[src/rtl/grid_player_mover.sv]
// grid_player_mover
//
// Moves a player marker around a COLS x ROWS grid from four level-sensitive
// direction requests. A fresh press moves once right away. Holding the same
// direction repeats the move after HOLD_DELAY cycles, then every
// REPEAT_PERIOD cycles. A move that would leave the grid (WRAP=0) or land on
// a blocked cell is rejected with a bump pulse. With WRAP=1 the player
// reappears at the opposite edge instead.
//
// Ports
//   clk, reset            clock, asynchronous active-high reset
//   up/down/left/right    level direction requests (priority up>down>left>right)
//   blocked               obstacle mask, bit row*COLS+col set = impassable
//   grid_starting_x/_y    pixel position of cell (0,0)
//   grid_size             cell pitch in pixels
//   col, row              current cell
//   x, y                  pixel position of the current cell (combinational)
//   moved, bump           one-cycle pulses for accepted / rejected attempts

module grid_player_mover #(
  parameter int COLS          = 5,
  parameter int ROWS          = 5,
  parameter int WRAP          = 0,
  parameter int HOLD_DELAY    = 12,
  parameter int REPEAT_PERIOD = 4
) (
  input  logic                 clk,
  input  logic                 reset,
  input  logic                 up,
  input  logic                 down,
  input  logic                 left,
  input  logic                 right,
  input  logic [COLS*ROWS-1:0] blocked,
  input  logic [7:0]           grid_starting_x,
  input  logic [6:0]           grid_starting_y,
  input  logic [4:0]           grid_size,
  output logic [3:0]           col,
  output logic [3:0]           row,
  output logic [7:0]           x,
  output logic [6:0]           y,
  output logic                 moved,
  output logic                 bump
);

  localparam int NCELL   = COLS * ROWS;
  localparam int CNT_MAX = (HOLD_DELAY > REPEAT_PERIOD) ? HOLD_DELAY : REPEAT_PERIOD;
  localparam int CW      = $clog2(CNT_MAX + 1);

  localparam logic [CW-1:0] HOLD_C   = CW'(HOLD_DELAY);
  localparam logic [CW-1:0] REPEAT_C = CW'(REPEAT_PERIOD);
  localparam logic [CW-1:0] CNT_ONE  = CW'(1);
  localparam logic [3:0]    COL_MAX  = 4'(COLS - 1);
  localparam logic [3:0]    ROW_MAX  = 4'(ROWS - 1);
  localparam logic [3:0]    COL_HOME = 4'(COLS / 2);
  localparam logic [3:0]    ROW_HOME = 4'(ROWS / 2);

  typedef enum logic [1:0] {
    DIR_UP,
    DIR_DOWN,
    DIR_LEFT,
    DIR_RIGHT
  } dir_t;

  typedef enum logic [1:0] {
    S_IDLE,
    S_DELAY,
    S_REPEAT
  } state_t;

  state_t          r_state;
  dir_t            r_dir;
  logic [CW-1:0]   r_cnt;
  logic [3:0]      r_col;
  logic [3:0]      r_row;
  logic            r_moved;
  logic            r_bump;

  logic            w_dirValid;
  dir_t            w_dir;
  logic [3:0]      w_tgtCol;
  logic [3:0]      w_tgtRow;
  logic            w_offGrid;
  logic [7:0]      w_idx;
  logic [NCELL-1:0] w_cellMask;
  logic            w_tgtBlocked;
  logic            w_reject;
  logic            w_newPress;
  logic            w_attempt;

  // Resolve the four requests into a single direction by fixed priority.
  always_comb begin
    w_dirValid = up | down | left | right;
    w_dir      = DIR_RIGHT;
    if (up)        w_dir = DIR_UP;
    else if (down) w_dir = DIR_DOWN;
    else if (left) w_dir = DIR_LEFT;
  end

  // Target cell for the resolved direction. Stepping past an edge either
  // wraps to the opposite edge or flags the attempt as off-grid.
  always_comb begin
    w_tgtCol  = r_col;
    w_tgtRow  = r_row;
    w_offGrid = 1'b0;
    case (w_dir)
      DIR_UP: begin
        if (r_row == 4'd0) begin
          w_tgtRow  = ROW_MAX;
          w_offGrid = (WRAP == 0);
        end else begin
          w_tgtRow = r_row - 4'd1;
        end
      end
      DIR_DOWN: begin
        if (r_row == ROW_MAX) begin
          w_tgtRow  = 4'd0;
          w_offGrid = (WRAP == 0);
        end else begin
          w_tgtRow = r_row + 4'd1;
        end
      end
      DIR_LEFT: begin
        if (r_col == 4'd0) begin
          w_tgtCol  = COL_MAX;
          w_offGrid = (WRAP == 0);
        end else begin
          w_tgtCol = r_col - 4'd1;
        end
      end
      DIR_RIGHT: begin
        if (r_col == COL_MAX) begin
          w_tgtCol  = 4'd0;
          w_offGrid = (WRAP == 0);
        end else begin
          w_tgtCol = r_col + 4'd1;
        end
      end
    endcase
  end

  // Obstacle lookup on the (possibly wrapped) target. A one-hot mask avoids
  // a variable part-select whose index width would not match the mask.
  assign w_idx        = 8'(w_tgtRow) * 8'(COLS) + 8'(w_tgtCol);
  assign w_cellMask   = {{(NCELL-1){1'b0}}, 1'b1} << w_idx;
  assign w_tgtBlocked = |(blocked & w_cellMask);
  assign w_reject     = w_offGrid | w_tgtBlocked;

  // Decide whether this edge is a move attempt. A direction change while
  // held counts as a new press, exactly like a press from IDLE.
  always_comb begin
    w_newPress = w_dirValid && ((r_state == S_IDLE) || (w_dir != r_dir));
    w_attempt  = 1'b0;
    if (w_dirValid) begin
      if (w_newPress)               w_attempt = 1'b1;
      else if (r_state == S_DELAY)  w_attempt = (r_cnt == HOLD_C);
      else                          w_attempt = (r_cnt == REPEAT_C);
    end
  end

  // Hold/repeat FSM plus position and pulse registers. r_cnt counts cycles
  // since the last attempt, so it reads 1 on the edge after an attempt.
  always_ff @(posedge clk or posedge reset) begin
    if (reset) begin
      r_state <= S_IDLE;
      r_dir   <= DIR_UP;
      r_cnt   <= '0;
      r_col   <= COL_HOME;
      r_row   <= ROW_HOME;
      r_moved <= 1'b0;
      r_bump  <= 1'b0;
    end else begin
      r_moved <= 1'b0;
      r_bump  <= 1'b0;

      if (!w_dirValid) begin
        r_state <= S_IDLE;
        r_cnt   <= '0;
      end else if (w_newPress) begin
        r_state <= S_DELAY;
        r_dir   <= w_dir;
        r_cnt   <= CNT_ONE;
      end else if (w_attempt) begin
        r_state <= S_REPEAT;
        r_cnt   <= CNT_ONE;
      end else begin
        r_cnt <= r_cnt + CNT_ONE;
      end

      if (w_attempt) begin
        if (w_reject) begin
          r_bump <= 1'b1;
        end else begin
          r_col   <= w_tgtCol;
          r_row   <= w_tgtRow;
          r_moved <= 1'b1;
        end
      end
    end
  end

  assign col   = r_col;
  assign row   = r_row;
  assign moved = r_moved;
  assign bump  = r_bump;

  // Pixel position wraps naturally in the output widths.
  assign x = grid_starting_x + (8'(r_col) * 8'(grid_size));
  assign y = grid_starting_y + (7'(r_row) * 7'(grid_size));

endmodule

[config.mk]
export PLATFORM = sky130hd
export DESIGN_NAME = grid_player_mover
export DESIGN_NICKNAME = d
export VERILOG_FILES = /design/src/rtl/grid_player_mover.sv
export SDC_FILE = /design/constraint.sdc
export NUM_CORES = 1
export LEC_CHECK = 0
export ABC_AREA = 1
export CELL_PAD_IN_SITES_DETAIL_PLACEMENT = 1
export CELL_PAD_IN_SITES_GLOBAL_PLACEMENT = 1
export CORE_MARGIN = 5
export CORE_UTILIZATION = 37
export CTS_CLUSTER_DIAMETER = 150
export CTS_CLUSTER_SIZE = 40
export DETAILED_ROUTE_END_ITERATION = 8
export GPL_ROUTABILITY_DRIVEN = 0
export HOLD_SLACK_MARGIN = 0.08
export PLACE_DENSITY = 0.91
export SLEW_MARGIN = 0
export SYNTH_ARGS = -nofsm -noshare
export SYNTH_HDL_FRONTEND = slang
export SYNTH_SLANG_ARGS = --single-unit
[constraint.sdc]
create_clock -name clk -period 8.6 [get_ports clk]
set_input_delay 2.58 -clock clk [delete_from_list [all_inputs] [get_ports clk]]
set_output_delay 2.58 -clock clk [all_outputs]
set_load 0.1 [all_outputs]
==> out/qor_table.md <==
| Result | Value |
|---|---|
| Final TNS setup | 0 ns |
| Leading cell types in the layout, fill and taps excluded | 98 x sky130_fd_sc_hd__inv_1, 98 x sky130_fd_sc_hd__nand2_1, 58 x sky130_fd_sc_hd__clkdlybuf4s50_1, 40 x sky130_fd_sc_hd__ha_1, 28 x sky130_fd_sc_hd__nor2_1 |
| Fraction of final layout cells sized beyond drive strength 1 | 11.78% |
| Beginning of the worst register-to-register path | row[0] |
| Final worst-path cycle share | 98.12% |
| Xor and xnor fraction of the mapped netlist area | 7.730% |
| Simple-gate share of the synthesized area | 25.59% |
| Synth async-reset ratio | 100.0% |
| Adder-Cell Fraction of Synth Area | 30.77% |
| Number of DRC markers in iteration 0 | 112 |
| Maximum fanout count along the critical path | 5 |
| Area of the core region | 8678 um2 |
| Worst min-delay path category | register to register |
| Final Hold Violating Endpoints | 0 |
| Actual transition at the worst max-transition pin | 0.9783 ns |
| Number of nets in the layout | 654 |
| Met2 Resource Use GR | 35.61% |
| Synthesized instance count | 456 |
| Overall fraction of global-route tracks in use | 18.81% |
| Number of nets with antenna violations after detailed routing | 0 |
| Setup violators final | 0 |
| Required time of the critical path | 6.02 ns |
| Number of buffers inserted during clock tree synthesis | 3 |
| Maximum count of clock buffers along a single path | 2 |
| Share of cell area taken by muxes after synthesis | 0% |
| Signed area change from the synthesized netlist to the final layout | 36.98% |
| Worst path max stage delay | 0.53 ns |
| Count of H-tree levels built during CTS | 1 |
| Net count after synthesis | 574 |
| Startpoint class of the critical path | input port |
| Worst hold start | r_dir[0] |
| Setup fix buffers added after clock tree synthesis | 0 |
| Gr ovfl total | 0 |
| Clock tree from TritonCTS | built |
| Highest achievable clock rate | 118.5 MHz |
| Kind of critical path | input port to primary output |
| Most frequently used flop master after synthesis | sky130_fd_sc_hd__dfrtp_1 |
| Syn_area_per_cell | 7.205 um2 |
| Buffering stage count on the worst path with inverters included | 8 |
| Pins Over Slew Limit | 0 |
| Worst slew slack as a fraction of its limit | 34.58% |
| Most used cell along the critical path | sky130_fd_sc_hd__inv_1 |
| CTS clk-pin slew, worst paths | 0.07 ns |
| Port Buffer Count | 75 |
| Sum of routed wire length over all layers | 9.901 mm |
| Final HPWL DP | 8.280 mm |
| Die Y-Extent | 104.2 um |
| Max capacitance violation total | 0 |
| Std-Cell Rows | 34 |
| CTS sink cnt | 18 |
| Horizontal die dimension | 104.2 um |
| Largest net degree at the start of global routing | 19 |
| DRC violation count after routing | 0 |
| Cell area after synthesis | 3286 um2 |
| Arrival time of data at the critical path endpoint | 5.86 ns |
| Distinct cells, synth | 35 |
| Final min period | 8.438 ns |
| Vias in the first global route | 3672 |
| Dominant combinational cell family by area after synthesis | adder cells |
| CTS root buf | sky130_fd_sc_hd__clkbuf_8 |
| Number of search-and-repair iterations in the first detailed-routing pass | 4 |
| Global routing met1 resource utilization | 21.53% |
| Flip-flop and latch count after synthesis | 18 |
| Vias per inst | 5.096 |
| Count of yosys warnings during synthesis | 0 |
| Total Die Area | 10860 um2 |
| Share of the core filled with cells | 51.86% |
| Worst-path cell with the longest stage delay | sky130_fd_sc_hd__fa_1 |
| Skew final | 0.0007632 ns |
| CP top delay family | adder cells |
| EDFF count, synth | 0 |
| Kind of end point of the critical path | primary output |
| Area fraction in compound gates after synthesis | 8.340% |
| Clock network latency to the later pin of the worst-skew pair | 0.27 ns |
| Most used routing layer in global routing | met2 |
| Total via count after detailed routing | 3277 |
| RSZ-0062 raised after global routing | no |
| # diodes | 0 |
| Outcome | finished, final reports clean |
| # fillers | 1108 |
| Final routed wire length divided by cell count | 15.40 um |
| First-pass GRT wire length | 17.17 mm |
| Post-synthesis sequential area ratio | 13.79% |
| Effective utilization at floorplan | 37.86% |
| Critical Path Source | grid_size[0] |
| GR Layer Usage met3 | 2.855% |
| Number of top-level pins | 76 |
| Critical path, cell by cell | dlygate4sd2_1 > buf_4 > buf_4 > nand2_1 > inv_1 > ha_1 > inv_1 > fa_1 > fa_1 > inv_1 > ha_4 > nand3_1 > and2_1 > inv_1 > a21oi_2 > o21ai_2 > xor2_2 > buf_12 |
| Number of antenna violations at the first check in global routing | 0 |
[stage by stage]
step	area [um2]	setup WS [ns]	hold slack (ns)	cells
3_3_place_gp	4390	-0.1096	0.4945	639
2_1_floorplan	3361	-0.4026	0.4834	456
3_5_place_dp	4390	-0.3434	0.5032	639
4_1_cts	4466	0.02685	0.5195	643
5_1_grt	4501	0.02209	0.5391	643
6_report	4501	0.1618	0.5189	643
[Yosys cell counts (all sizes together) (3+ instances only)]
cell      n  area share, %
fa       23             14
buf       7            1.3
dfrtp    16             12
nor2     30            3.9
inv     101             12
nor3      4           0.61
xor2     20            5.3
nand2    99             12
xnor2     9            2.4
a21oi    19            3.0
ha       44             17
nand3    25            4.2
clkbuf    8           0.91
nand4    26            5.0
o21ai     8            1.6
o211ai    3           0.69
[state kept, by name (all words and copies together), names as in the netlist]
name / count
row: 4
moved: 1
r_cnt: 4
bump: 1
r_state: 2
col: 4
r_dir: 2
[cell families (layout without fill, tap and decap cells)]
family                     Yosys count  count (layout)
adders and majority gates           67              67
and+or+nand+nor                    186             186
xor gates and xnor gates            29              29
AOI/OAI and AO/OA                   40              40
buffers and inverters              116             195
DFF                                 18              18
[routing by layer]
layer | vias up | wire, um | share of wire (%)
met5 | - | 0 | 0
met4 | 0 | 178 | 1.8
met3 | 15 | 339 | 3.4
met2 | 71 | 5418 | 55
met1 | 1603 | 3965 | 40
li1 | 1588 | - | -
[cell type report]
class                           count  area [um2]  share of cell area (%)
Multi-Input combinational cell    322        2519                   55.96
Timing Repair Buffer               90       959.7                   21.32
Sequential cell                    18       452.9                   10.06
Inverter                          101       379.1                   8.424
Tap cell                          108       135.1                   3.003
Clock buffer                        4       55.05                   1.223
[final timing paths]
check | endpoint | slack [ns] | cells past startpoint
min in group asynchronous | r_dir[1] | 2.72 | 2
min reg2reg | r_dir[0] | 0.52 | 1
min | r_dir[0] | 0.52 | 1
max reg2reg | row[2] | 3.63 | 28
max | x[6] | 0.16 | 18
max in group asynchronous | col[0] | 5.43 | 2
[timing repair]
action / 4_1_cts / 5_1_grt
endpoints found under the setup margin: 6 / 3
pin swaps: 5 / 1
resized for setup: 8 / 9
hold buffers: 0 / 0
Power is left out: the tool's default activity adds up to more than one toggle a clock period on the data nets, which glitch-free logic cannot reach.
